## config.mk

```make
export PLATFORM = sky130hd
export DESIGN_NAME = mem_request_arbiter_flat
export DESIGN_NICKNAME = d
export VERILOG_FILES = /design/src/rtl/mem_request_arbiter_pkg.sv /design/src/rtl/mem_request_arbiter_if.sv /design/src/rtl/mem_request_arbiter_pick.sv /design/src/rtl/mem_request_arbiter.sv /design/src/flat_wrapper.sv
export SDC_FILE = /design/constraint.sdc
export NUM_CORES = 1
export LEC_CHECK = 0
export CORE_AREA = 2 2 122 124
export CTS_CLUSTER_SIZE = 12
export DETAILED_ROUTE_END_ITERATION = 7
export DIE_AREA = 0 0 124 126
export DONT_BUFFER_PORTS = 1
export GPL_ROUTABILITY_DRIVEN = 1
export PLACE_DENSITY = 0.56
export REMOVE_ABC_BUFFERS = 1
export SKIP_LAST_GASP = 1
export SYNTH_ARGS = -nofsm -noshare
export SYNTH_HDL_FRONTEND = slang
export SYNTH_HIERARCHICAL = 1
export SYNTH_SLANG_ARGS = --single-unit
```

## constraint.sdc

```tcl
create_clock -name clockIn -period 5.4 [get_ports clockIn]
set_clock_uncertainty 0.15 [all_clocks]
set_input_delay 0.81 -clock clockIn [delete_from_list [all_inputs] [get_ports clockIn]]
set_output_delay 0.81 -clock clockIn [all_outputs]
set_load 0.02 [all_outputs]
```

## src/rtl/mem_request_arbiter_pkg.sv

```systemverilog
// mem_request_arbiter_pkg
//   Shared definitions for the memory request arbiter:
//   - arb_state_e : arbiter FSM encodings
//   - op field    : bit 2 = store, bits 1:0 = access size
//   - grant_t     : one-hot grant vector from the priority picker
//   - STARVE_W    : width of the fetch starvation counter
package mem_request_arbiter_pkg;

  localparam int STARVE_W = 4;

  typedef enum logic [1:0] {
    ST_IDLE       = 2'd0,
    ST_BUSY_FETCH = 2'd1,
    ST_BUSY_LOAD  = 2'd2,
    ST_BUSY_STORE = 2'd3
  } arb_state_e;

  // Op field layout shared by loads and stores.
  localparam int OP_STORE_BIT = 2;

  typedef enum logic [1:0] {
    SIZE_BYTE = 2'b00,
    SIZE_HALF = 2'b01,
    SIZE_WORD = 2'b11
  } op_size_e;

  typedef struct packed {
    logic store;
    logic load;
    logic fetch;
  } grant_t;

  function automatic logic is_data_grant(grant_t g);
    return g.store | g.load;
  endfunction

endpackage

```

## src/rtl/mem_request_arbiter_if.sv

```systemverilog
// mem_request_arbiter_if
//   Bundles the requester-side handshakes (fetch, load, store, read data)
//   and the memory-controller side (icache and lsb request ports).
//   Modports:
//     slave  : the arbiter's view (takes requests, drives the controller)
//     master : the environment's view (requesters plus controller)
interface mem_request_arbiter_if;

  // Requester side
  logic        fetchReq;
  logic [31:0] fetchAddr;
  logic        fetchDone;
  logic        loadReq;
  logic [2:0]  loadOp;
  logic [31:0] loadAddr;
  logic        loadDone;
  logic        storeReq;
  logic [2:0]  storeOp;
  logic [31:0] storeAddr;
  logic [31:0] storeData;
  logic        storeDone;
  logic [31:0] rdData;

  // Memory controller side
  logic        mcIcacheFlag;
  logic [31:0] mcIcacheAddr;
  logic        mcIcacheOk;
  logic        mcLsbFlag;
  logic [2:0]  mcLsbOp;
  logic [31:0] mcLsbAddr;
  logic [31:0] mcLsbData;
  logic        mcLsbOk;
  logic [31:0] mcData;

  modport slave (
    input  fetchReq, fetchAddr, loadReq, loadOp, loadAddr,
           storeReq, storeOp, storeAddr, storeData,
           mcIcacheOk, mcLsbOk, mcData,
    output fetchDone, loadDone, storeDone, rdData,
           mcIcacheFlag, mcIcacheAddr, mcLsbFlag, mcLsbOp, mcLsbAddr, mcLsbData
  );

  modport master (
    output fetchReq, fetchAddr, loadReq, loadOp, loadAddr,
           storeReq, storeOp, storeAddr, storeData,
           mcIcacheOk, mcLsbOk, mcData,
    input  fetchDone, loadDone, storeDone, rdData,
           mcIcacheFlag, mcIcacheAddr, mcLsbFlag, mcLsbOp, mcLsbAddr, mcLsbData
  );

endinterface

```

## src/rtl/mem_request_arbiter_pick.sv

```systemverilog
// mem_arb_pick
//   Priority select between fetch, store and load plus the fetch
//   starvation counter.
//   Ports:
//     clk, rst_n   : clock, synchronous active-low reset
//     ready        : global ready; counter only moves when high
//     enable       : arbiter is idle and may grant this cycle
//     clear        : mispredict flush (blocks speculative grants)
//     fetch_req, load_req, store_req : request levels
//     grant        : one-hot grant, valid only while enable is high
//     starve_force : (ARB_PERF_CNT_EN only) fetch grant won by starvation
//   Optional feature macro: ARB_PERF_CNT_EN adds the starve_force output.
module mem_arb_pick
  import mem_request_arbiter_pkg::*;
#(
  parameter int STARVE_LIMIT = 4
) (
  input  logic   clk,
  input  logic   rst_n,
  input  logic   ready,
  input  logic   enable,
  input  logic   clear,
  input  logic   fetch_req,
  input  logic   load_req,
  input  logic   store_req,
`ifdef ARB_PERF_CNT_EN
  output logic   starve_force,
`endif
  output grant_t grant
);

  localparam logic [STARVE_W-1:0] LIMIT = STARVE_W'(STARVE_LIMIT);

  logic [STARVE_W-1:0] starve_cnt;
  logic                starve_hit;

  // Starvation overrides everything, including the mispredict flush:
  // a forced fetch is the oldest outstanding work in the machine.
  assign starve_hit = fetch_req && (starve_cnt == LIMIT);

  always_comb begin
    // NOTE: grant is defaulted before the priority chain so no path through
    // this block leaves it unassigned, which would otherwise infer a latch.
    grant = '0;
    if (enable) begin
      if (starve_hit)                grant.fetch = 1'b1;
      else if (store_req)            grant.store = 1'b1;
      else if (load_req && !clear)   grant.load  = 1'b1;
      else if (fetch_req && !clear)  grant.fetch = 1'b1;
    end
  end

`ifdef ARB_PERF_CNT_EN
  assign starve_force = enable && starve_hit;
`endif

  always_ff @(posedge clk) begin
    // NOTE: sequential state uses non-blocking assignments so every register
    // samples pre-edge values regardless of statement order.
    if (!rst_n) begin
      starve_cnt <= '0;
    end else if (ready) begin
      if (grant.fetch) begin
        starve_cnt <= '0;
      end else if (is_data_grant(grant) && fetch_req) begin
        if (starve_cnt != LIMIT) starve_cnt <= starve_cnt + STARVE_W'(1);
      end else if (!fetch_req) begin
        starve_cnt <= '0;
      end
    end
  end

endmodule

```

## src/rtl/mem_request_arbiter.sv

```systemverilog
// mem_request_arbiter
//   Shares the single memory controller between instruction fetch,
//   speculative loads and committed stores. One request is outstanding at a
//   time and its address/op/data stay latched until completion. A mispredict
//   clear drops an in-flight fetch or load; stores always complete.
//   Ports:
//     clockIn  : system clock
//     resetIn  : synchronous active-low reset
//     readyIn  : global ready; state and completions advance only when high
//     clearIn  : mispredict flush
//     bus      : requester and controller handshakes (slave modport)
//     perf*    : (ARB_PERF_CNT_EN only) 32-bit wrapping grant counters
//   Optional feature macro: ARB_PERF_CNT_EN.
module mem_request_arbiter
  import mem_request_arbiter_pkg::*;
#(
  parameter int STARVE_LIMIT = 4
) (
  input  logic clockIn,
  input  logic resetIn,
  input  logic readyIn,
  input  logic clearIn,
  mem_request_arbiter_if.slave bus
`ifdef ARB_PERF_CNT_EN
  ,
  output logic [31:0] perfFetchGnt,
  output logic [31:0] perfLoadGnt,
  output logic [31:0] perfStoreGnt,
  output logic [31:0] perfStarveForce
`endif
);

  arb_state_e  state_q, state_d;
  grant_t      grant;
  logic        grant_en;
  logic        any_done;

  logic        fetch_done_d, load_done_d, store_done_d;
  logic        fetch_done_q, load_done_q, store_done_q;
  logic [31:0] rd_data_q;
  logic [31:0] fetch_addr_q;
  logic [2:0]  lsb_op_q;
  logic [31:0] lsb_addr_q;
  logic [31:0] lsb_data_q;

`ifdef ARB_PERF_CNT_EN
  logic starve_force;
`endif

  // No re-grant in the Done cycle: the requester still shows its old
  // request level there, so this guarantees one idle cycle between jobs.
  assign any_done = fetch_done_q | load_done_q | store_done_q;
  assign grant_en = readyIn && (state_q == ST_IDLE) && !any_done;

  mem_arb_pick #(
    .STARVE_LIMIT (STARVE_LIMIT)
  ) u_pick (
    .clk          (clockIn),
    .rst_n        (resetIn),
    .ready        (readyIn),
    .enable       (grant_en),
    .clear        (clearIn),
    .fetch_req    (bus.fetchReq),
    .load_req     (bus.loadReq),
    .store_req    (bus.storeReq),
`ifdef ARB_PERF_CNT_EN
    .starve_force (starve_force),
`endif
    .grant        (grant)
  );

  // Next state and completion pulses. Clear beats ok for fetch/load so a
  // squashed speculative access never reports completion.
  always_comb begin
    state_d      = state_q;
    fetch_done_d = 1'b0;
    load_done_d  = 1'b0;
    store_done_d = 1'b0;
    if (readyIn) begin
      case (state_q)
        ST_IDLE: begin
          if (grant.fetch)      state_d = ST_BUSY_FETCH;
          else if (grant.store) state_d = ST_BUSY_STORE;
          else if (grant.load)  state_d = ST_BUSY_LOAD;
        end
        ST_BUSY_FETCH: begin
          if (clearIn) begin
            state_d = ST_IDLE;
          end else if (bus.mcIcacheOk) begin
            state_d      = ST_IDLE;
            fetch_done_d = 1'b1;
          end
        end
        ST_BUSY_LOAD: begin
          if (clearIn) begin
            state_d = ST_IDLE;
          end else if (bus.mcLsbOk) begin
            state_d     = ST_IDLE;
            load_done_d = 1'b1;
          end
        end
        ST_BUSY_STORE: begin
          if (bus.mcLsbOk) begin
            state_d      = ST_IDLE;
            store_done_d = 1'b1;
          end
        end
        default: state_d = ST_IDLE;
      endcase
    end
  end

  always_ff @(posedge clockIn) begin
    if (!resetIn) state_q <= ST_IDLE;
    else          state_q <= state_d;
  end

  always_ff @(posedge clockIn) begin
    if (!resetIn) begin
      // NOTE: the latched request fields are reset as well, so the controller
      // ports read zero rather than stale or unknown values after reset.
      fetch_done_q <= 1'b0;
      load_done_q  <= 1'b0;
      store_done_q <= 1'b0;
      rd_data_q    <= '0;
      fetch_addr_q <= '0;
      lsb_op_q     <= '0;
      lsb_addr_q   <= '0;
      lsb_data_q   <= '0;
    end else begin
      fetch_done_q <= fetch_done_d;
      load_done_q  <= load_done_d;
      store_done_q <= store_done_d;
      if (fetch_done_d || load_done_d) rd_data_q <= bus.mcData;
      if (grant.fetch) fetch_addr_q <= bus.fetchAddr;
      if (grant.store) begin
        lsb_op_q   <= bus.storeOp;
        lsb_addr_q <= bus.storeAddr;
        lsb_data_q <= bus.storeData;
      end else if (grant.load) begin
        lsb_op_q   <= bus.loadOp;
        lsb_addr_q <= bus.loadAddr;
        lsb_data_q <= '0;
      end
    end
  end

  assign bus.fetchDone = fetch_done_q;
  assign bus.loadDone  = load_done_q;
  assign bus.storeDone = store_done_q;
  assign bus.rdData    = rd_data_q;

  // Flags drop on the ok cycle so the controller never sees a second launch
  // while it is finishing; a flush kills fetch/load flags combinationally.
  assign bus.mcIcacheFlag = (state_q == ST_BUSY_FETCH) && !bus.mcIcacheOk && !clearIn;
  assign bus.mcLsbFlag    = ((state_q == ST_BUSY_LOAD) && !bus.mcLsbOk && !clearIn)
                         || ((state_q == ST_BUSY_STORE) && !bus.mcLsbOk);
  assign bus.mcIcacheAddr = fetch_addr_q;
  assign bus.mcLsbOp      = lsb_op_q;
  assign bus.mcLsbAddr    = lsb_addr_q;
  assign bus.mcLsbData    = lsb_data_q;

`ifdef ARB_PERF_CNT_EN
  always_ff @(posedge clockIn) begin
    if (!resetIn) begin
      perfFetchGnt    <= '0;
      perfLoadGnt     <= '0;
      perfStoreGnt    <= '0;
      perfStarveForce <= '0;
    end else begin
      if (grant.fetch)  perfFetchGnt    <= perfFetchGnt + 32'd1;
      if (grant.load)   perfLoadGnt     <= perfLoadGnt + 32'd1;
      if (grant.store)  perfStoreGnt    <= perfStoreGnt + 32'd1;
      if (starve_force) perfStarveForce <= perfStarveForce + 32'd1;
    end
  end
`endif

endmodule

```

## src/flat_wrapper.sv

```systemverilog
// flat-port wrapper written by rule: the top's interface ports become plain ports
module mem_request_arbiter_flat import mem_request_arbiter_pkg::*;
#(
  parameter int STARVE_LIMIT = 4
)
  (clockIn, resetIn, readyIn, clearIn, bus_fetchReq, bus_fetchAddr, bus_loadReq, bus_loadOp, bus_loadAddr, bus_storeReq, bus_storeOp, bus_storeAddr, bus_storeData, bus_mcIcacheOk, bus_mcLsbOk, bus_mcData, bus_fetchDone, bus_loadDone, bus_storeDone, bus_rdData, bus_mcIcacheFlag, bus_mcIcacheAddr, bus_mcLsbFlag, bus_mcLsbOp, bus_mcLsbAddr, bus_mcLsbData);
  mem_request_arbiter_if bus_i ();
  input  logic clockIn;
  input  logic resetIn;
  input  logic readyIn;
  input  logic clearIn;
  input wire logic [$bits(bus_i.fetchReq)-1:0] bus_fetchReq;
  input wire logic [$bits(bus_i.fetchAddr)-1:0] bus_fetchAddr;
  input wire logic [$bits(bus_i.loadReq)-1:0] bus_loadReq;
  input wire logic [$bits(bus_i.loadOp)-1:0] bus_loadOp;
  input wire logic [$bits(bus_i.loadAddr)-1:0] bus_loadAddr;
  input wire logic [$bits(bus_i.storeReq)-1:0] bus_storeReq;
  input wire logic [$bits(bus_i.storeOp)-1:0] bus_storeOp;
  input wire logic [$bits(bus_i.storeAddr)-1:0] bus_storeAddr;
  input wire logic [$bits(bus_i.storeData)-1:0] bus_storeData;
  input wire logic [$bits(bus_i.mcIcacheOk)-1:0] bus_mcIcacheOk;
  input wire logic [$bits(bus_i.mcLsbOk)-1:0] bus_mcLsbOk;
  input wire logic [$bits(bus_i.mcData)-1:0] bus_mcData;
  output wire logic [$bits(bus_i.fetchDone)-1:0] bus_fetchDone;
  output wire logic [$bits(bus_i.loadDone)-1:0] bus_loadDone;
  output wire logic [$bits(bus_i.storeDone)-1:0] bus_storeDone;
  output wire logic [$bits(bus_i.rdData)-1:0] bus_rdData;
  output wire logic [$bits(bus_i.mcIcacheFlag)-1:0] bus_mcIcacheFlag;
  output wire logic [$bits(bus_i.mcIcacheAddr)-1:0] bus_mcIcacheAddr;
  output wire logic [$bits(bus_i.mcLsbFlag)-1:0] bus_mcLsbFlag;
  output wire logic [$bits(bus_i.mcLsbOp)-1:0] bus_mcLsbOp;
  output wire logic [$bits(bus_i.mcLsbAddr)-1:0] bus_mcLsbAddr;
  output wire logic [$bits(bus_i.mcLsbData)-1:0] bus_mcLsbData;
  assign bus_i.fetchReq = bus_fetchReq;
  assign bus_i.fetchAddr = bus_fetchAddr;
  assign bus_i.loadReq = bus_loadReq;
  assign bus_i.loadOp = bus_loadOp;
  assign bus_i.loadAddr = bus_loadAddr;
  assign bus_i.storeReq = bus_storeReq;
  assign bus_i.storeOp = bus_storeOp;
  assign bus_i.storeAddr = bus_storeAddr;
  assign bus_i.storeData = bus_storeData;
  assign bus_i.mcIcacheOk = bus_mcIcacheOk;
  assign bus_i.mcLsbOk = bus_mcLsbOk;
  assign bus_i.mcData = bus_mcData;
  assign bus_fetchDone = bus_i.fetchDone;
  assign bus_loadDone = bus_i.loadDone;
  assign bus_storeDone = bus_i.storeDone;
  assign bus_rdData = bus_i.rdData;
  assign bus_mcIcacheFlag = bus_i.mcIcacheFlag;
  assign bus_mcIcacheAddr = bus_i.mcIcacheAddr;
  assign bus_mcLsbFlag = bus_i.mcLsbFlag;
  assign bus_mcLsbOp = bus_i.mcLsbOp;
  assign bus_mcLsbAddr = bus_i.mcLsbAddr;
  assign bus_mcLsbData = bus_i.mcLsbData;
  mem_request_arbiter #(.STARVE_LIMIT(STARVE_LIMIT)) u_core (.clockIn(clockIn), .resetIn(resetIn), .readyIn(readyIn), .clearIn(clearIn), .bus(bus_i));
endmodule
```

# Yosys cells after proc, flatten, opt, wreduce, memory -nomap -nowiden

Cells that the tools add are included.

Output and inout port bits: 136
Flip-flop bits (word level): 140
Input bits: 175

Muxes and demuxes: 34
Equal/unequal tests: 9
Reductions and logical operators: 22
$add $sub $neg: 1
Bitwise gates (word level): 3

Operators by type and width:

| kind                                                   | count |
|---|---|
| 2-to-1 mux 32 bit                                      | 4 |
| 2-to-1 mux 2 bit                                       | 9 |
| 2-to-1 mux 4 bit                                       | 4 |
| 2-to-1 mux 1 bit                                       | 13 |
| logical AND 1 bit                                      | 11 |
| 2-to-1 mux 3 bit                                       | 3 |
| AND reduction 3 bit                                    | 3 |
| inequality test 4 x 3 -> 1 bit (second input constant) | 2 |
| one-hot mux 2 bit (4 select lines)                     | 1 |
| inequality test 3 x 1 -> 1 bit (second input constant) | 2 |
| adder 4 x 1 -> 4 bit (second input constant)           | 1 |
| equality test 2 bit (second input constant)            | 2 |
| equality test 4 x 3 -> 1 bit (second input constant)   | 1 |
| logical NOT 1 bit                                      | 4 |
| inequality test 3 bit (second input constant)          | 1 |
| bitwise OR 1 bit                                       | 3 |
| equality test 2 x 1 -> 1 bit (second input constant)   | 1 |
| logical NOT 2 bit                                      | 1 |
| logical OR 1 bit                                       | 2 |
| nonzero test 2 bit                                     | 1 |

# Longest topological paths before layout

Gate-level depths: netlist (run 1).

Depth after elaboration: 11
Mapped depth: 11

# Modules after synthesis

Netlist (run 1), hierarchy kept.

By module, submodules not included:

| module              | cells each | area an instance (sq um) | times used | seq. area each (sq um) |
|---|---|---|---|---|
| mem_request_arbiter | 613        | 5582.9                   | 1          | 2722.6 |
| mem_arb_pick        | 38         | 314.1                    | 1          | 80.1 |

# Least setup slack after synthesis (run 1)

Ideal clock, no wire load.

Kind: in2reg
Start: input port readyIn
End: register u_core.lsb_addr_q[15] (netlist: u_core/bus.mcLsbAddr[15])
Stages: 9
Data required time: 5135 ps
Arrival: 2830 ps
Buffers on the path: 3
Slack: 2306 ps
Path through: or4b_2 > nor3_1 > and4_1 > buf_2 > buf_4 > clkbuf_4 > mux2i_1 > o21ai_0 > and2_1

RTL lines:

| what                   | line                       | RTL |
|---|---|---|
| start: declaration     | flat_wrapper.sv:10         | `input logic readyIn;` |
| end signal: assignment | mem_request_arbiter.sv:138 | `lsb_addr_q <= bus.storeAddr;` |
| end signal: assignment | mem_request_arbiter.sv:142 | `lsb_addr_q <= bus.loadAddr;` |
| end: declaration       | mem_request_arbiter.sv:43  | `logic [31:0] lsb_addr_q;` |

==> results of run 1 <==
-- cell type report --
type	instances	share of cell area, %
multi-input cells	453	43.5
flip-flops and latches	140	42.8
clock buffers	25	7.41
well taps	184	3.51
clock inverters	7	2.06
repair buffers	4	0.458
inverters	5	0.287
-- how the worst min path moves through the flow --
stage | from | slack (ns) | endpoint | cells past startpoint
after global placement | u_core/u_pick/starve_cnt[1] | 0.33 | u_core/u_pick/starve_cnt[1] | 2
after CTS | clearIn | 0.30 | u_core/bus.loadDone | 1
final | clearIn | 0.32 | u_core/bus.loadDone | 1
after global routing | clearIn | 0.30 | u_core/bus.loadDone | 1
after floorplan | u_core/u_pick/starve_cnt[1] | 0.31 | u_core/u_pick/starve_cnt[1] | 2
after detailed placement | u_core/u_pick/starve_cnt[1] | 0.34 | u_core/u_pick/starve_cnt[1] | 2
-- state kept, by name, summed over array words and instances, names as in the netlist --
| name | cells |
|---|---|
| u_core/bus.rdData | 32 |
| u_core/bus.storeDone | 1 |
| u_core/state_q | 2 |
| u_core/bus.fetchDone | 1 |
| u_core/u_pick/starve_cnt | 4 |
| u_core/bus.mcLsbOp | 3 |
| u_core/bus.mcIcacheAddr | 32 |
| u_core/bus.mcLsbAddr | 32 |
| u_core/bus.mcLsbData | 32 |
| u_core/bus.loadDone | 1 |
-- cell usage in the layout (no fill, tap or decap), types with 5 or more instances in the layout --
cell	Yosys	routed
o21ai_0	61	61
nor2b_1	65	65
nand2_1	75	75
clkbuf_1	25	5
clkbuf_16	0	17
nor3_1	6	6
inv_1	5	5
a21oi_1	34	34
mux2i_1	67	67
nor3b_1	32	32
o21ai_1	7	7
and2_1	36	36
dfxtp_1	140	140
nand3_1	35	35
-- kinds of logic (layout without fill, tap and decap cells) --
logic type | after synthesis | count (layout) | share of synthesized area, %
simple gates | 269 | 269 | 25.5
fa+ha+maj | 2 | 2 | 0.424
buf+inv | 58 | 41 | 4.33
flops | 140 | 140 | 47.5
compound gates | 115 | 115 | 10.8
mux | 67 | 67 | 11.4
-- layer usage --
layer,track usage (%),part of all wire [%]
met4,6.54,1.2
met1,19.0,39
met2,29.6,50
met3,7.38,9.6
met5,0,0
-- power by group through the flow --
| stage | combinational [mW] | sequential, mW | clock (mW) |
|---|---|---|---|
| 2_1_floorplan | 0.164 | 1.20 | 0 |
| 3_3_place_gp | 0.185 | 1.21 | 0 |
| 3_5_place_dp | 0.194 | 1.21 | 0 |
| 4_1_cts | 0.194 | 1.19 | 1.25 |
| 5_1_grt | 0.221 | 1.20 | 1.31 |
| 6_report | 0.193 | 1.19 | 1.22 |
-- worst max-delay path, stage by stage, from the launching register on --
cell and delay, ns:
dfxtp_1 0.38, or4b_2 0.68, nor3_1 0.46, and4_4 1.00, mux2i_1 0.27, o21ai_0 0.10, and2_1 0.18
==> results.py, run 1 <==
metrics = {
    "outcome": {
        "outcome": "finished, final reports clean",
    },
    "sta": {
        "maxSlewViolCount": 0,
        "rsz0062_at_grt": "no",
        "relSlewSlack_pct": 29.8,
        "holdWs_ns": 0.323,
        "hold_viol": 0,
        "finalSetupViolCount": 0,
        "fin_crit_sh_pct": 63.3,
        "period_minus_slack_ns": 3.42,
        "clock.fmax_mhz": 293,
        "worstMarginPinSlew_ns": 1.05,
        "setup_slack_ns": 1.98,
        "fin_setup_tns_ns": 0,
    },
    "setup_path": {
        "worstSetupEndpointType": "flip-flop",
        "crit_path_end": "u_core/bus.mcLsbAddr[4]",
        "ff2ff_path_depth": 6,
        "start_kind": "flip-flop",
        "r2r-start": "u_core/bus.loadDone",
        "cp_data_arrival_time_ns": 3.57,
        "crit_required_ns": 5.55,
        "r2r_end": "u_core/bus.mcLsbAddr[4]",
        "crit_path_start": "u_core/bus.loadDone",
        "path_max_fanout": 68,
        "reg2reg_setup_slack_ns": 1.98,
        "path_class": "flip-flop to flip-flop",
    },
    "logic_synthesis": {
        "synth_common_cells": "dfxtp_1, nand2_1, mux2i_1",
        "synthTopCellsByArea": "dfxtp_1, mux2i_1, nor2b_1",
        "yosys_warnings": 6,
        "syn_inst": 651,
        "yosys.area.top_type_share_pct": 47.5,
        "syn_area_per_cell_sq_um": 9.06,
        "async_flop_share_pct": 0,
        "synth_area_sq_mm": 0.00590,
        "synth_ff_type": "dfxtp_1",
        "synth_edf_count": 0,
        "ys_seq_elements": 140,
        "ys_seq_area_share_pct": 47.5,
        "yosysUniqueCellTypes": 43,
        "yosysTopAreaCell": "dfxtp_1",
        "yosysMostFrequentCell": "dfxtp_1",
    },
    "global_route": {
        "overflow": 0,
        "grt_usage_pct": 17.4,
        "first_global_vias": 4046,
        "grt_pass1_wl_um": 20900,
        "grt_max_degree": 172,
        "antenna_found_initial": 0,
    },
    "layout": {
        "nets": 798,
        "num-fill-cells": 1405,
        "n_antenna_cell": 0,
        "seqCellArea_sq_mm": 0.00280,
        "final_cell_count_no_fill": 818,
        "drive_above_1_share_pct": 6.47,
        "multi_input_area_sq_mm": 0.00285,
        "finish.utilization_pct": 45.8,
        "stdcell_area_sq_mm": 0.00655,
        "syn_to_final_growth_pct": 11.1,
    },
    "die": {
        "start_util_pct": 41.2,
        "core_area_sq_mm": 0.0143,
        "row_count": 44,
        "num_io_pins": 311,
        "die-area_sq_mm": 0.0156,
        "die_y_um": 126,
        "chipWidth_um": 124,
    },
    "worst_hold_path": {
        "hold_path_class": "input pin to flip-flop",
    },
    "job": {
        "cap_violations": 0,
    },
    "power": {
        "power_switching_uw": 619,
        "leakagePower_nw": 2.18,
        "p_comb_share_pct": 7.4,
        "seqPwrFrac_pct": 45.7,
        "pwr-share-clk_pct": 46.9,
        "power.share.switching_pct": 23.8,
        "intPower_mw": 1.98,
        "irDropWorstVdd_mv": 0.186,
        "finalPower_mw": 2.60,
        "power_density_mw_per_mm2": 397,
    },
    "cts": {
        "clock-sinks": 140,
        "post-cts-setup-buffers": 0,
        "cts_resized": 0,
        "clockBufferDepth": 2,
        "cts_tree": "yes",
        "clk_latency_ns": 0.41,
        "hold_buffers": 0,
        "htree_levels": 4,
        "numCtsBuffers": 17,
        "root_buffer": "clkbuf_16",
        "clk_pin_slew_ns": 0.06,
    },
    "place": {
        "dp_slack_ns": 1.67,
        "io_buffers": 0,
        "finalWeightedCongestion": 0.763,
        "dp.cells": 786,
        "postPlaceCellArea_sq_mm": 0.00593,
        "dpl.hpwl_um": 9680,
    },
    "drt": {
        "firstDrtPassIters": 4,
        "drt_iter0_drc": 205,
        "vias": 4316,
        "antenna_left": 0,
        "wl_per_cell_um": 17.3,
        "totalWireLength_um": 14200,
        "post-route-drc-count": 0,
        "viasPerCell": 5.28,
    },
}
Note: power is estimated with default switching activity, not from simulation.
==> run 2: changes to the inputs <==
--- a/config.mk
+++ b/config.mk
@@ -5,13 +5,14 @@
 export SDC_FILE = /design/constraint.sdc
 export NUM_CORES = 1
 export LEC_CHECK = 0
-export CORE_AREA = 2 2 122 124
+export ABC_AREA = 1
+export CORE_AREA = 2 2 120 122
 export CTS_CLUSTER_SIZE = 12
 export DETAILED_ROUTE_END_ITERATION = 7
-export DIE_AREA = 0 0 124 126
+export DIE_AREA = 0 0 122 124
 export DONT_BUFFER_PORTS = 1
 export GPL_ROUTABILITY_DRIVEN = 1
-export PLACE_DENSITY = 0.56
+export PLACE_DENSITY = 0.59
 export REMOVE_ABC_BUFFERS = 1
 export SKIP_LAST_GASP = 1
 export SYNTH_ARGS = -nofsm -noshare
==> constraint.sdc (replaced) <==
create_clock -name clockIn -period 3.1 [get_ports clockIn]
set_clock_uncertainty 0.15 [all_clocks]
set_input_delay 0.465 -clock clockIn [delete_from_list [all_inputs] [get_ports clockIn]]
set_output_delay 0.465 -clock clockIn [all_outputs]
set_load 0.02 [all_outputs]
==> results.py, run 2 <==
metrics = {
    "global_route": {
        "antenna_found_initial": 0,
        "grt_max_degree": 96,
        "first_global_vias": 4613,
        "overflow": 0,
        "grt_usage_pct": 19.6,
        "grt_pass1_wl_um": 22900,
    },
    "layout": {
        "mostFrequentLayoutCell": "nand2_1",
        "mostFrequentLayoutCells": "nand2_1, dfxtp_1, nor2_1, inv_1, a21oi_1",
        "num-fill-cells": 1397,
        "n_antenna_cell": 0,
        "final_cell_count_no_fill": 996,
        "drive_above_1_share_pct": 6.74,
        "nets": 981,
        "syn_to_final_growth_pct": 11.1,
    },
    "place": {
        "io_buffers": 0,
        "dp.cells": 960,
        "dpl.hpwl_um": 10900,
        "finalWeightedCongestion": 0.796,
    },
    "setup_path": {
        "crit_path_start": "u_core/state_q[1]",
        "path_max_fanout": 36,
        "r2r-start": "u_core/state_q[1]",
        "r2r_end": "u_core/bus.mcLsbAddr[26]",
        "start_kind": "flip-flop",
        "crit_path_end": "u_core/bus.mcLsbAddr[26]",
        "worstSetupEndpointType": "flip-flop",
        "path_class": "flip-flop to flip-flop",
        "cp_data_arrival_time_ns": 2.92,
        "crit_required_ns": 3.30,
        "ff2ff_path_depth": 14,
        "reg2reg_setup_slack_ns": 0.38,
    },
    "logic_synthesis": {
        "synth_ff_type": "dfxtp_1",
        "yosysMostFrequentCell": "nand2_1",
        "synthMuxAreaShare_pct": 0,
        "synthXorXnorAreaFrac_pct": 0.151,
        "yosysUniqueCellTypes": 26,
        "syn_inst": 822,
        "synth_edf_count": 0,
        "async_flop_share_pct": 0,
        "yosysTopAreaCell": "dfxtp_1",
        "synthTopCellsByArea": "dfxtp_1, nand2_1, nor2_1",
        "synth_area_sq_mm": 0.00581,
        "ys_seq_area_share_pct": 48.3,
        "synth-compound-area-share_pct": 11.6,
        "syn_area_per_cell_sq_um": 7.06,
        "synth_top_family_by_area": "simple AND/OR/NAND/NOR gates",
        "ys_seq_elements": 140,
        "yosys_warnings": 6,
        "synth_fa_ha_area_share_pct": 0.431,
        "synth_simple_gate_area_share_pct": 29.2,
        "yosys.area.top_type_share_pct": 48.3,
        "synth_common_cells": "nand2_1, dfxtp_1, nor2_1",
    },
    "cts": {
        "numCtsBuffers": 17,
        "clock-sinks": 140,
        "clockBufferDepth": 2,
        "cts_resized": 0,
        "clk_pin_slew_ns": 0.06,
        "clk_latency_ns": 0.41,
        "root_buffer": "clkbuf_16",
        "htree_levels": 4,
        "cts_tree": "yes",
    },
    "job": {
        "cap_violations": 0,
    },
    "sta": {
        "worstMarginPinSlew_ns": 0.877,
        "relSlewSlack_pct": 41.2,
        "rsz0062_at_grt": "no",
        "period_minus_slack_ns": 2.72,
        "hold_viol": 0,
        "clock.fmax_mhz": 367,
        "maxSlewViolCount": 0,
        "finalSetupViolCount": 0,
        "fin_crit_sh_pct": 87.9,
    },
    "drt": {
        "post-route-drc-count": 0,
        "viasPerCell": 5.00,
        "totalWireLength_um": 15700,
        "vias": 4978,
        "antenna_left": 0,
        "firstDrtPassIters": 4,
        "drt_iter0_drc": 305,
        "wl_per_cell_um": 15.8,
    },
    "power": {
        "irDropWorstVdd_mv": 0.318,
        "finalPower_mw": 4.43,
        "power_density_mw_per_mm2": 686,
        "leakagePower_nw": 3.12,
    },
    "worst_hold_path": {
        "hold_path_class": "input pin to flip-flop",
    },
    "die": {
        "start_util_pct": 42.3,
        "chipWidth_um": 122,
        "die-area_sq_mm": 0.0151,
        "core_area_sq_mm": 0.0137,
        "num_io_pins": 311,
        "row_count": 43,
        "die_y_um": 124,
    },
    "outcome": {
        "outcome": "finished, final reports clean",
    },
}
[run 2: cell types whose count changed in the layout (fill, tap and decap cells not counted), sizes merged, moves of 32 or more]
cell	before	now
inv	5	85
nor2	3	110
nand2	75	242
a21oi	35	69
nor2b	65	0
mux2i	67	0
o21ai	68	34
and2	36	0
nor3b	32	0
[run 2: logic make-up after synthesis]
family	after synthesis
simple gates	419
flops	140
buf+inv	138
compound gates	122
fa+ha+maj	2
xor+xnor	1
[run 2: metal layers]
layer	GRT usage, %	vias up	part of all wire, %
met5	0	-	0
met4	7.33	0	1.7
met3	11.4	20	13
met2	32.5	227	48
met1	20.6	2201	37
li1	-	2530	-
[run 2: worst max-delay path, stage by stage (launching register included)]
cell     delay (ns)
dfxtp_1        0.41
nor2_1         0.12
nand2_1        0.08
nor4_1         0.04
buf_4          0.16
nand2_1        0.05
inv_1          0.05
nand2_1        0.11
inv_2          0.07
nor2_4         0.61
buf_4          0.45
nand2_1        0.11
nand3_1        0.11
nand2_1        0.05
inv_1          0.06
[run 2: layout make-up]
type / count / area (sq um) / area share [%]
Clock buffer: 21 / 480 / 7.45
Clock inverter: 10 / 90.1 / 1.40
Inverter: 86 / 323 / 5.00
Multi-Input combinational cell: 544 / 2410 / 37.3
Sequential cell: 140 / 2800 / 43.4
Tap cell: 180 / 225 / 3.49
Timing Repair Buffer: 15 / 125 / 1.94
[run 2: where the power goes]
part | internal (mW) | switching (mW)
Clock | 1.18 | 0.734
Combinational | 0.141 | 0.256
Sequential | 1.91 | 0.207
Total | 3.23 | 1.20
[run 2: how the worst min path moves through the flow]
| stage | from | end | slack (ns) | cells after the start |
|---|---|---|---|---|
| 2_1_floorplan | u_core/u_pick/starve_cnt[3] | u_core/u_pick/starve_cnt[3] | 0.30 | 2 |
| 3_5_place_dp | u_core/u_pick/starve_cnt[3] | u_core/u_pick/starve_cnt[3] | 0.34 | 2 |
| 6_report | resetIn | u_core/bus.rdData[30] | 0.03 | 2 |
| 4_1_cts | resetIn | u_core/bus.rdData[30] | 0.002 | 2 |
| 5_1_grt | resetIn | u_core/bus.rdData[17] | 0.0003 | 2 |
| 3_3_place_gp | u_core/u_pick/starve_cnt[3] | u_core/u_pick/starve_cnt[3] | 0.32 | 2 |
[run 2: stage by stage]
stage          hold slack (ns)  cell area (sq um)  util [%]  TNS (ns)  worst slack [ns]
2_1_floorplan            0.302               5530         -    -39.44            -0.786
3_3_place_gp             0.323               5830      42.5         0             0.507
3_5_place_dp             0.336               5830      42.5         0             0.381
4_1_cts                0.00159               6430      46.9         0             0.353
5_1_grt               0.000252               6450      47.0         0            0.0705
6_report                0.0278               6450      47.0         0             0.376
[run 2: repair_timing]
action / CTS / global route
hold buffers: 3 / 2
endpoints found under the setup margin: 0 / 0
endpoints found under the hold margin: 9 / 1
buffers inserted: 0 / 0
==> run 3: changes to the inputs <==
--- a/config.mk
+++ b/config.mk
@@ -12,6 +12,7 @@
 export DIE_AREA = 0 0 122 124
 export DONT_BUFFER_PORTS = 1
 export GPL_ROUTABILITY_DRIVEN = 1
+export GPL_TIMING_DRIVEN = 0
 export PLACE_DENSITY = 0.59
 export REMOVE_ABC_BUFFERS = 1
 export SKIP_LAST_GASP = 1
==> results.py, run 3 (synthesis gave the netlist of run 2 again) <==
metrics = {
    "setup_path": {
        "crit_chain": "nor2_1 > nand2_1 > nor4_2 > nand2_1 > inv_1 > nand2_1 > clkinv_2 > nor2_4 > buf_12 > nand2_1 > nand3_1 > nand2_1 > inv_1",
        "reg2reg_setup_slack_ns": 0.27,
        "crit_required_ns": 3.26,
        "crit_slowest_cell": "nor4_2",
        "crit_path_max_incr_delay_ns": 0.41,
        "r2r_end": "u_core/bus.mcLsbAddr[7]",
        "cp_data_arrival_time_ns": 2.98,
        "crit_family": "simple AND/OR/NAND/NOR gates",
        "path_common_cell": "nand2_1",
        "critPathBufInv": 4,
        "ff2ff_path_depth": 13,
        "start_kind": "flip-flop",
        "r2r-start": "u_core/state_q[1]",
        "path_class": "flip-flop to flip-flop",
        "worstSetupEndpointType": "flip-flop",
        "path_max_fanout": 46,
    },
    "layout": {
        "drive_above_1_share_pct": 6.68,
        "finish.utilization_pct": 47.6,
        "syn_to_final_growth_pct": 12.5,
        "mostFrequentLayoutCell": "nand2_1",
        "mostFrequentLayoutCells": "nand2_1, dfxtp_1, nor2_1, inv_1, a21oi_1",
        "num-fill-cells": 1416,
        "n_antenna_cell": 0,
        "nets": 974,
    },
    "worst_hold_path": {
        "min_path_cells": 2,
        "min_to": "u_core/bus.rdData[30]",
        "hp-start": "resetIn",
        "hold_path_class": "input pin to flip-flop",
    },
    "drt": {
        "drt_iter0_drc": 275,
        "post-route-drc-count": 0,
        "firstDrtPassIters": 4,
        "wl_per_cell_um": 16.4,
        "viasPerCell": 5.06,
        "totalWireLength_um": 16200,
        "antenna_left": 0,
        "vias": 5000,
    },
    "cts": {
        "htree_levels": 4,
        "clockBufferDepth": 2,
        "numCtsBuffers": 17,
        "root_buffer": "clkbuf_16",
        "clk_latency_ns": 0.41,
        "clock-sinks": 140,
        "cts_tree": "yes",
        "clk_pin_slew_ns": 0.06,
    },
    "place": {
        "dpl.hpwl_um": 11200,
        "io_buffers": 0,
        "finalWeightedCongestion": 0.776,
    },
    "sta": {
        "clock.fmax_mhz": 354,
        "relSlewSlack_pct": 35.6,
        "rsz0062_at_grt": "no",
        "fin_crit_sh_pct": 91.2,
        "maxSlewViolCount": 0,
        "finalSetupViolCount": 0,
        "period_minus_slack_ns": 2.83,
        "hold_viol": 0,
        "worstMarginPinSlew_ns": 0.963,
    },
    "power": {
        "power_density_mw_per_mm2": 715,
        "irDropWorstVdd_mv": 0.337,
        "leakagePower_nw": 3.14,
        "finalPower_mw": 4.67,
    },
    "global_route": {
        "antenna_found_initial": 0,
        "met3_usage_pct": 10.6,
        "grt_usage_pct": 19.8,
        "grt_pass1_wl_um": 23000,
        "overflow": 0,
        "use_met2_pct": 34.5,
        "grt_max_degree": 105,
        "grt_util_met1_pct": 19.1,
        "first_global_vias": 4741,
        "globalRoute.busiestLayer": "met2",
    },
    "die": {
        "num_io_pins": 311,
        "core_area_sq_mm": 0.0137,
        "die-area_sq_mm": 0.0151,
        "row_count": 43,
        "chipWidth_um": 122,
        "start_util_pct": 42.3,
        "die_y_um": 124,
    },
    "outcome": {
        "outcome": "finished, final reports clean",
    },
    "job": {
        "cap_violations": 0,
    },
}
-- run 3: through the flow --
step           setup TNS (ns)  worst slack (ns)  hold WS, ns  area (sq um)  instances
2_1_floorplan          -39.44            -0.786        0.302          5530        770
3_3_place_gp          -139.38             -2.01        0.316          5750        950
3_5_place_dp           -28.90            -0.717        0.344          5870        957
4_1_cts                     0             0.111      0.00139          6520        987
5_1_grt                     0            0.0107      0.00755          6530        988
6_report                    0             0.273       0.0258          6530        988
-- run 3: how the worst max path moves through the flow --
stage / slack (ns) / end / cells past startpoint / startpoint
6_report: 0.27 / u_core/bus.mcLsbAddr[7] / 13 / u_core/state_q[1]
5_1_grt: 0.01 / u_core/bus.mcLsbAddr[16] / 13 / u_core/state_q[1]
4_1_cts: 0.11 / u_core/bus.mcLsbAddr[7] / 13 / u_core/state_q[1]
3_5_place_dp: -0.72 / u_core/state_q[0] / 9 / u_core/state_q[1]
3_3_place_gp: -2.01 / u_core/state_q[1] / 12 / u_core/state_q[1]
2_1_floorplan: -0.79 / u_core/state_q[0] / 12 / u_core/state_q[1]
-- run 3: where the power goes --
| group | switching, mW | internal [mW] | leakage (nW) | total, mW |
|---|---|---|---|---|
| combinational | 0.259 | 0.146 | 1.69 | 0.405 |
| sequential | 0.208 | 1.91 | 1.14 | 2.12 |
| clock | 0.745 | 1.40 | 0.308 | 2.15 |
| total | 1.21 | 3.46 | 3.14 | 4.67 |
-- run 3: final cells by class --
class	count	area, sq um	area share (%)
Clock inverter	10	164	2.51
Inverter	86	327	5.00
Multi-Input combinational cell	545	2430	37.2
Timing Repair Buffer	7	115	1.76
Sequential cell	140	2800	42.9
Clock buffer	20	467	7.14
Tap cell	180	225	3.45
-- run 3: worst reg2reg max path, stage by stage (launching register included) --
cell,delay [ns]
dfxtp_1,0.36
nor2_1,0.22
nand2_1,0.11
nor4_2,0.41
nand2_1,0.12
inv_1,0.12
nand2_1,0.10
clkinv_2,0.36
nor2_4,0.22
buf_12,0.24
nand2_1,0.10
nand3_1,0.09
nand2_1,0.07
inv_1,0.04
-- run 3: routing by layer --
metal  up-vias  part of all wire (%)
met3        25                    13
met4         0                   2.5
met1      2210                    36
li1       2522                     -
met2       243                    49
met5         -                     0
-- run 3: what timing repair did --
| action | 4_1_cts | 5_1_grt |
|---|---|---|
| endpoints found under the setup margin | 69 | 34 |
| hold buffers | 0 | 0 |
| gates resized for setup | 4 | 3 |
| gates cloned | 0 | 1 |
| pin swaps | 0 | 1 |
| setup buffers | 0 | 0 |
